[config.mk]
export PLATFORM = sky130hd
export DESIGN_NAME = riscv_instr_decoder
export DESIGN_NICKNAME = d
export VERILOG_FILES = /design/src/rtl/riscv_pkg.sv /design/src/rtl/riscv_imm_gen.sv /design/src/rtl/riscv_instr_decoder.sv
export SDC_FILE = /design/constraint.sdc
export NUM_CORES = 1
export LEC_CHECK = 0
export CORE_UTILIZATION = 46
export CTS_BUF_LIST = sky130_fd_sc_hd__clkbuf_16
export CTS_CLUSTER_DIAMETER = 30
export DETAILED_ROUTE_END_ITERATION = 16
export PLACE_DENSITY = 0.83
export SETUP_SLACK_MARGIN = 0.15
export SKIP_CTS_REPAIR_TIMING = 1
export SYNTH_ARGS = -nofsm -noshare
export SYNTH_HDL_FRONTEND = slang
export SYNTH_HIERARCHICAL = 1
export SYNTH_SLANG_ARGS = --single-unit
[constraint.sdc]
create_clock -name clk -period 4.22 [get_ports clk]
set_clock_uncertainty 0.1 [all_clocks]
set_input_delay 0.844 -clock clk [delete_from_list [all_inputs] [get_ports clk]]
set_output_delay 0.844 -clock clk [all_outputs]
set_load 0.02 [all_outputs]
[src/rtl/riscv_pkg.sv]
// Shared RV32I decode definitions: opcodes, format classes,
// system instruction words and decode-stage state encoding.
package riscv_pkg;

    localparam logic [6:0] OP_LUI    = 7'b0110111;
    localparam logic [6:0] OP_AUIPC  = 7'b0010111;
    localparam logic [6:0] OP_JAL    = 7'b1101111;
    localparam logic [6:0] OP_JALR   = 7'b1100111;
    localparam logic [6:0] OP_BRANCH = 7'b1100011;
    localparam logic [6:0] OP_LOAD   = 7'b0000011;
    localparam logic [6:0] OP_STORE  = 7'b0100011;
    localparam logic [6:0] OP_IMM    = 7'b0010011;
    localparam logic [6:0] OP_OP     = 7'b0110011;
    localparam logic [6:0] OP_MISC   = 7'b0001111;
    localparam logic [6:0] OP_SYSTEM = 7'b1110011;

    localparam logic [31:0] ECALL_W  = 32'h0000_0073;
    localparam logic [31:0] EBREAK_W = 32'h0010_0073;

    localparam logic [6:0] F7_BASE = 7'b0000000;
    localparam logic [6:0] F7_ALT  = 7'b0100000;

    typedef enum logic [2:0] {
        FMT_R    = 3'd0,
        FMT_I    = 3'd1,
        FMT_S    = 3'd2,
        FMT_B    = 3'd3,
        FMT_U    = 3'd4,
        FMT_J    = 3'd5,
        FMT_NONE = 3'd6
    } fmt_e;

    typedef enum logic {
        ST_RUN    = 1'b0,
        ST_HALTED = 1'b1
    } state_e;

endpackage

[src/rtl/riscv_imm_gen.sv]
// Combinational immediate extraction for the RV32I formats.
// R and NONE formats carry no immediate and yield zero.
module riscv_imm_gen
    import riscv_pkg::*;
(
    input  logic [31:0] instr,
    input  logic [2:0]  fmt,
    output logic [31:0] imm
);

    always_comb begin
        imm = '0;
        unique case (fmt)
            FMT_I: imm = {{20{instr[31]}}, instr[31:20]};
            FMT_S: imm = {{20{instr[31]}}, instr[31:25], instr[11:7]};
            FMT_B: imm = {{19{instr[31]}}, instr[31], instr[7],
                          instr[30:25], instr[11:8], 1'b0};
            FMT_U: imm = {instr[31:12], 12'b0};
            FMT_J: imm = {{11{instr[31]}}, instr[31], instr[19:12],
                          instr[20], instr[30:21], 1'b0};
            default: imm = '0;
        endcase
    end

endmodule

[src/rtl/riscv_instr_decoder.sv]
// RV32I decode stage: registered valid/ready pipeline slot that halts
// on ECALL/EBREAK/illegal words and keeps saturating statistics.
module riscv_instr_decoder
    import riscv_pkg::*;
#(
    parameter int CNT_W = 32
)
(
    input  logic             clk,
    input  logic             reset,
    input  logic             in_valid,
    output logic             in_ready,
    input  logic [31:0]      in_pc,
    input  logic [31:0]      in_instr,
    output logic             out_valid,
    input  logic             out_ready,
    output logic [31:0]      out_pc,
    output logic [31:0]      out_instr,
    output logic [6:0]       out_opcode,
    output logic [4:0]       out_rd,
    output logic [4:0]       out_rs1,
    output logic [4:0]       out_rs2,
    output logic [2:0]       out_funct3,
    output logic [6:0]       out_funct7,
    output logic [31:0]      out_imm,
    output logic [2:0]       out_fmt,
    output logic             out_illegal,
    output logic             out_sys,
    output logic             halted,
    output logic [CNT_W-1:0] instr_count,
    output logic [CNT_W-1:0] illegal_count
);

    state_e      state;
    logic        accept;
    logic [6:0]  opc;
    logic [2:0]  f3;
    logic [6:0]  f7;
    fmt_e        d_fmt;
    logic        d_legal;
    logic        d_sys;
    logic [2:0]  fmt_eff;
    logic [31:0] imm;

    assign opc = in_instr[6:0];
    assign f3  = in_instr[14:12];
    assign f7  = in_instr[31:25];

    assign halted   = (state == ST_HALTED);
    assign in_ready = (state == ST_RUN) && (!out_valid || out_ready);
    assign accept   = in_valid && in_ready;

    always_comb begin
        d_fmt   = FMT_NONE;
        d_legal = 1'b0;
        d_sys   = 1'b0;
        unique case (opc)
            OP_LUI, OP_AUIPC: begin
                d_fmt   = FMT_U;
                d_legal = 1'b1;
            end
            OP_JAL: begin
                d_fmt   = FMT_J;
                d_legal = 1'b1;
            end
            OP_JALR: begin
                d_fmt   = FMT_I;
                d_legal = (f3 == 3'b000);
            end
            OP_BRANCH: begin
                d_fmt   = FMT_B;
                d_legal = (f3 != 3'b010) && (f3 != 3'b011);
            end
            OP_LOAD: begin
                d_fmt   = FMT_I;
                d_legal = f3 inside {3'b000, 3'b001, 3'b010,
                                     3'b100, 3'b101};
            end
            OP_STORE: begin
                d_fmt   = FMT_S;
                d_legal = (f3 <= 3'b010);
            end
            OP_IMM: begin
                d_fmt = FMT_I;
                // shift-immediates reuse funct7 as an encoding field
                if (f3 == 3'b001)
                    d_legal = (f7 == F7_BASE);
                else if (f3 == 3'b101)
                    d_legal = (f7 == F7_BASE) || (f7 == F7_ALT);
                else
                    d_legal = 1'b1;
            end
            OP_OP: begin
                d_fmt   = FMT_R;
                d_legal = (f7 == F7_BASE) ||
                          ((f7 == F7_ALT) &&
                           ((f3 == 3'b000) || (f3 == 3'b101)));
            end
            OP_MISC: begin
                d_fmt   = FMT_I;
                d_legal = 1'b1;
            end
            OP_SYSTEM: begin
                d_fmt   = FMT_I;
                d_sys   = (in_instr == ECALL_W) || (in_instr == EBREAK_W);
                d_legal = d_sys;
            end
            default: ;
        endcase
    end

    assign fmt_eff = d_legal ? d_fmt : FMT_NONE;

    riscv_imm_gen u_imm (
        .instr (in_instr),
        .fmt   (fmt_eff),
        .imm   (imm)
    );

    always_ff @(posedge clk) begin
        if (reset) begin
            state         <= ST_RUN;
            out_valid     <= 1'b0;
            out_pc        <= '0;
            out_instr     <= '0;
            out_opcode    <= '0;
            out_rd        <= '0;
            out_rs1       <= '0;
            out_rs2       <= '0;
            out_funct3    <= '0;
            out_funct7    <= '0;
            out_imm       <= '0;
            out_fmt       <= '0;
            out_illegal   <= 1'b0;
            out_sys       <= 1'b0;
            instr_count   <= '0;
            illegal_count <= '0;
        end else if (accept) begin
            out_valid   <= 1'b1;
            out_pc      <= in_pc;
            out_instr   <= in_instr;
            out_opcode  <= opc;
            out_rd      <= in_instr[11:7];
            out_rs1     <= in_instr[19:15];
            out_rs2     <= in_instr[24:20];
            out_funct3  <= f3;
            out_funct7  <= f7;
            out_imm     <= imm;
            out_fmt     <= fmt_eff;
            out_illegal <= !d_legal;
            out_sys     <= d_sys;
            if (instr_count != '1)
                instr_count <= instr_count + CNT_W'(1);
            if (!d_legal && (illegal_count != '1))
                illegal_count <= illegal_count + CNT_W'(1);
            if (!d_legal || d_sys)
                state <= ST_HALTED;
        end else if (out_valid && out_ready) begin
            out_valid <= 1'b0;
        end
    end

endmodule

==> summary.txt <==
Status
  – Status: complete, no violations

Final layout
  – Post-route cell area: 11100 um^2
  – Finished Layout Cells: about 1500
  – Area Overhead vs Synth: 37.4%
  – Antenna fix cells: 0
  – Final nets: between 1000 and 1500
  – Most common cell after layout, fill and taps aside: clkdlybuf4s50_1
  – Core Util, Final: between 60% and 70%
  – Share of post-route cells with drive strength above 1: under 10%
  – Commonest cells after routing, fill and taps aside: clkdlybuf4s50_1 (266), nand2_1 (237), dfxtp_1 (167)

Clock tree
  – H-tree levels: 4
  – Root buffer cell: clkbuf_16
  – TritonCTS clock tree: built
  – Total CTS buffers: 17
  – CTS Sinks: roughly 170
  – Clk pin slew, worst setup/hold paths: ~60 ps
  – Clock Tree Buf Depth: 2
  – Worst skew pair latency: 430 ps

Detailed routing
  – Post-route DRC: 0
  – Antenna Nets Post-Route: 0
  – Wire per inst: between 15 and 20 um
  – Via count: a little under 8000
  – Via density per instance: about 5.3
  – Final wirelength: about 23 mm
  – Pre-antenna DRT Iters: 5
  – Iter 0 DRT Violations: slightly below 700

Logic synthesis
  – Synthesized area per cell: 7.96 um^2
  – Synthesized Nets: 1086
  – Synth Cell Area: ~8100 um^2
  – Yosys cell types: slightly below 80
  – Largest cells by area after synthesis: dfxtp_1 (41%), nand2_1 (11%), a21oi_1 (7.0%)
  – Synth Warn #: 6
  – Area leader, netlist: dfxtp_1
  – Post-synth EDFFs: 0
  – Synthesized instance count: just over 1000
  – Main synth FF type: dfxtp_1
  – Top-area cell type share of the netlist area: 41.3%
  – Synth Register Bits: about 170
  – Sequential element share of the synthesized area: 41.3%
  – FFs w/ async S/R, synth: 0%

STA
  – RSZ-0062 raised after global routing: false
  – Setup tns final: 0 ps
  – Tightest Pin Transition: approximately 1000 ps
  – Final setup viols: 0
  – Period utilization: a little over four fifths
  – Max-slew violations: 0
  – Worst setup margin: about 650 ps
  – Maximum clock rate: between 200 and 300 MHz
  – Minimum clock period: 3570 ps
  – Hold slack: roughly 350 ps
  – Relative slew slack: roughly 33%
  – Endpoints failing hold: 0

Critical path
  – CP Cell Sequence: clkdlybuf4s50_1 > nor4bb_2 > and3_2 > a2bb2oi_1 > o211ai_4 > o21a_1 > nor2_1 > nor3b_2 > a21o_1 > nand2_1 > a21oi_1
  – Crit Path Max Fanout: 9
  – Slowest Stage Delay on Critical Path: 600 ps
  – Worst EP required: 4470 ps
  – Cell family contributing the most delay on the critical path: simple AND/OR/NAND/NOR gates
  – Critical path buffers and inverters: 1
  – Crit start category: primary input
  – Critical path endpoint category: flip-flop
  – Worst path arrival time: between 3000 and 4000 ps
  – CP max-delay cell: clkdlybuf4s50_1
  – Kind of critical path: primary input to flip-flop

Global route
  – Initial antenna violation count: 0
  – Total gr overflow: 0
  – Global-route usage over all layers: roughly 24%
  – First-pass GRT wire length: roughly 36 mm
  – Largest net degree at the start of global routing: 140
  – Vias in the first global route: just under 7000

Die
  – Die span in x: roughly 130 um
  – Cell row count: 48
  – Die H: 135 um
  – Boundary pin count: 268
  – DIE AREA: 18100 um^2
  – Initial cell density of the core: between 40 and 50%
  – Core ar.: 17200 um^2

Placed design
  – Placed cell area: between 10000 and 15000 um^2
  – Hpwl dp: approximately 15 mm
  – Placed cell count: 1419
  – Setup WS pre-CTS: around 270 ps
  – Global placement routability congestion: around 0.81
  – Port bufs: between 200 and 300

Run
  – Max-cap viol count: 0

Hold path
  – Hold Path Class: flip-flop to flip-flop

Pwr
  – Power Total: about 3.7 mW
  – Peak supply drop: between 0.2 and 0.3 mV
  – Lkg Pwr: 3.98 nW
  – Cell area power density: between 300 and 400 nW/um^2
[worst register-to-register path, stage by stage, from the launching register on]
cell and delay (ps):
dfxtp_1 430, nand4_1 190, nor4_1 360, nand4_1 310, o21ai_1 750, nor3_1 130
mux2_1 340
[layer usage]
| layer | share of wire (%) | routed length [um] | vias to the layer above | GRT usage (%) |
|---|---|---|---|---|
| met4 | 1.4 | 313 | 0 | 8.49 |
| met3 | 6.3 | 1410 | 24 | 5.03 |
| met5 | 0 | 0 | - | 0 |
| met2 | 48 | 10900 | 264 | 39.4 |
| li1 | - | - | 3830 | - |
| met1 | 44 | 9910 | 3633 | 32.1 |
[final timing paths]
kind / from / to / slack (ps) / cells after the start
min: out_pc[4] / out_pc[4] / 350 / 2
max reg2reg: illegal_count[21] / illegal_count[13] / 1480 / 6
max: in_instr[2] / out_imm[13] / 650 / 11
min reg2reg: out_pc[4] / out_pc[4] / 350 / 2
[synth_stat cells, types with 3 or more instances]
master and number:
a21o_1 8, nor3_1 20, and3_1 12, a2111oi_0 4
nor4_1 12, dfxtp_1 167, and4_1 8, a211oi_1 10
o21a_1 4, clkbuf_2 3, nand2_1 237, a21oi_1 113
xnor2_1 20, nor2_1 78, a22o_1 3, inv_1 8
mux2_2 24, nor2b_1 26, xor2_1 10, nand2b_1 4
or3_1 5, mux2_1 3, buf_6 6, nand4_1 21
nor4b_1 3, clkbuf_1 44, buf_4 36, and2_1 10
and2b_2 5, buf_2 8, nand3_1 25, o21ai_0 20
o21ai_1 4
[registers in the layout (all words and copies together), names as in the netlist]
register       flops
illegal_count     32
out_imm           32
out_pc            32
out_instr         32
out_fmt            3
instr_count       32
out_sys            1
halted             1
out_illegal        1
out_valid          1
[where the power goes]
part	switching [mW]	internal (mW)	leakage (nW)
sequential	0.0371	1.63	1.36
combinational	0.317	0.243	2.35
clock	0.667	0.815	0.276
total	1.02	2.69	3.98
[cells by family (layout without fill, tap and decap cells)]
| logic type | count (synthesis) | after routing | share of synthesized area [%] |
|---|---|---|---|
| adders and majority gates | 2 | 2 | 0.309 |
| xor gates and xnor gates | 30 | 30 | 3.25 |
| DFF | 167 | 167 | 41.3 |
| muxes | 29 | 29 | 4.00 |
| AOI/OAI and AO/OA | 185 | 185 | 13.7 |
| buffers and inverters | 109 | 319 | 7.78 |
| and+or+nand+nor | 494 | 494 | 29.6 |
[area by class of cell]
cell class / count / area [um^2]
fill: 1423 / 6120
multi-input combinational: 740 / 4140
sequential: 167 / 3340
timing repair buffer: 279 / 2780
clock buffer: 17 / 425
tap: 225 / 282
clock inverter: 15 / 128
inverter: 8 / 30.0
Power figures use the tool's default switching activity.
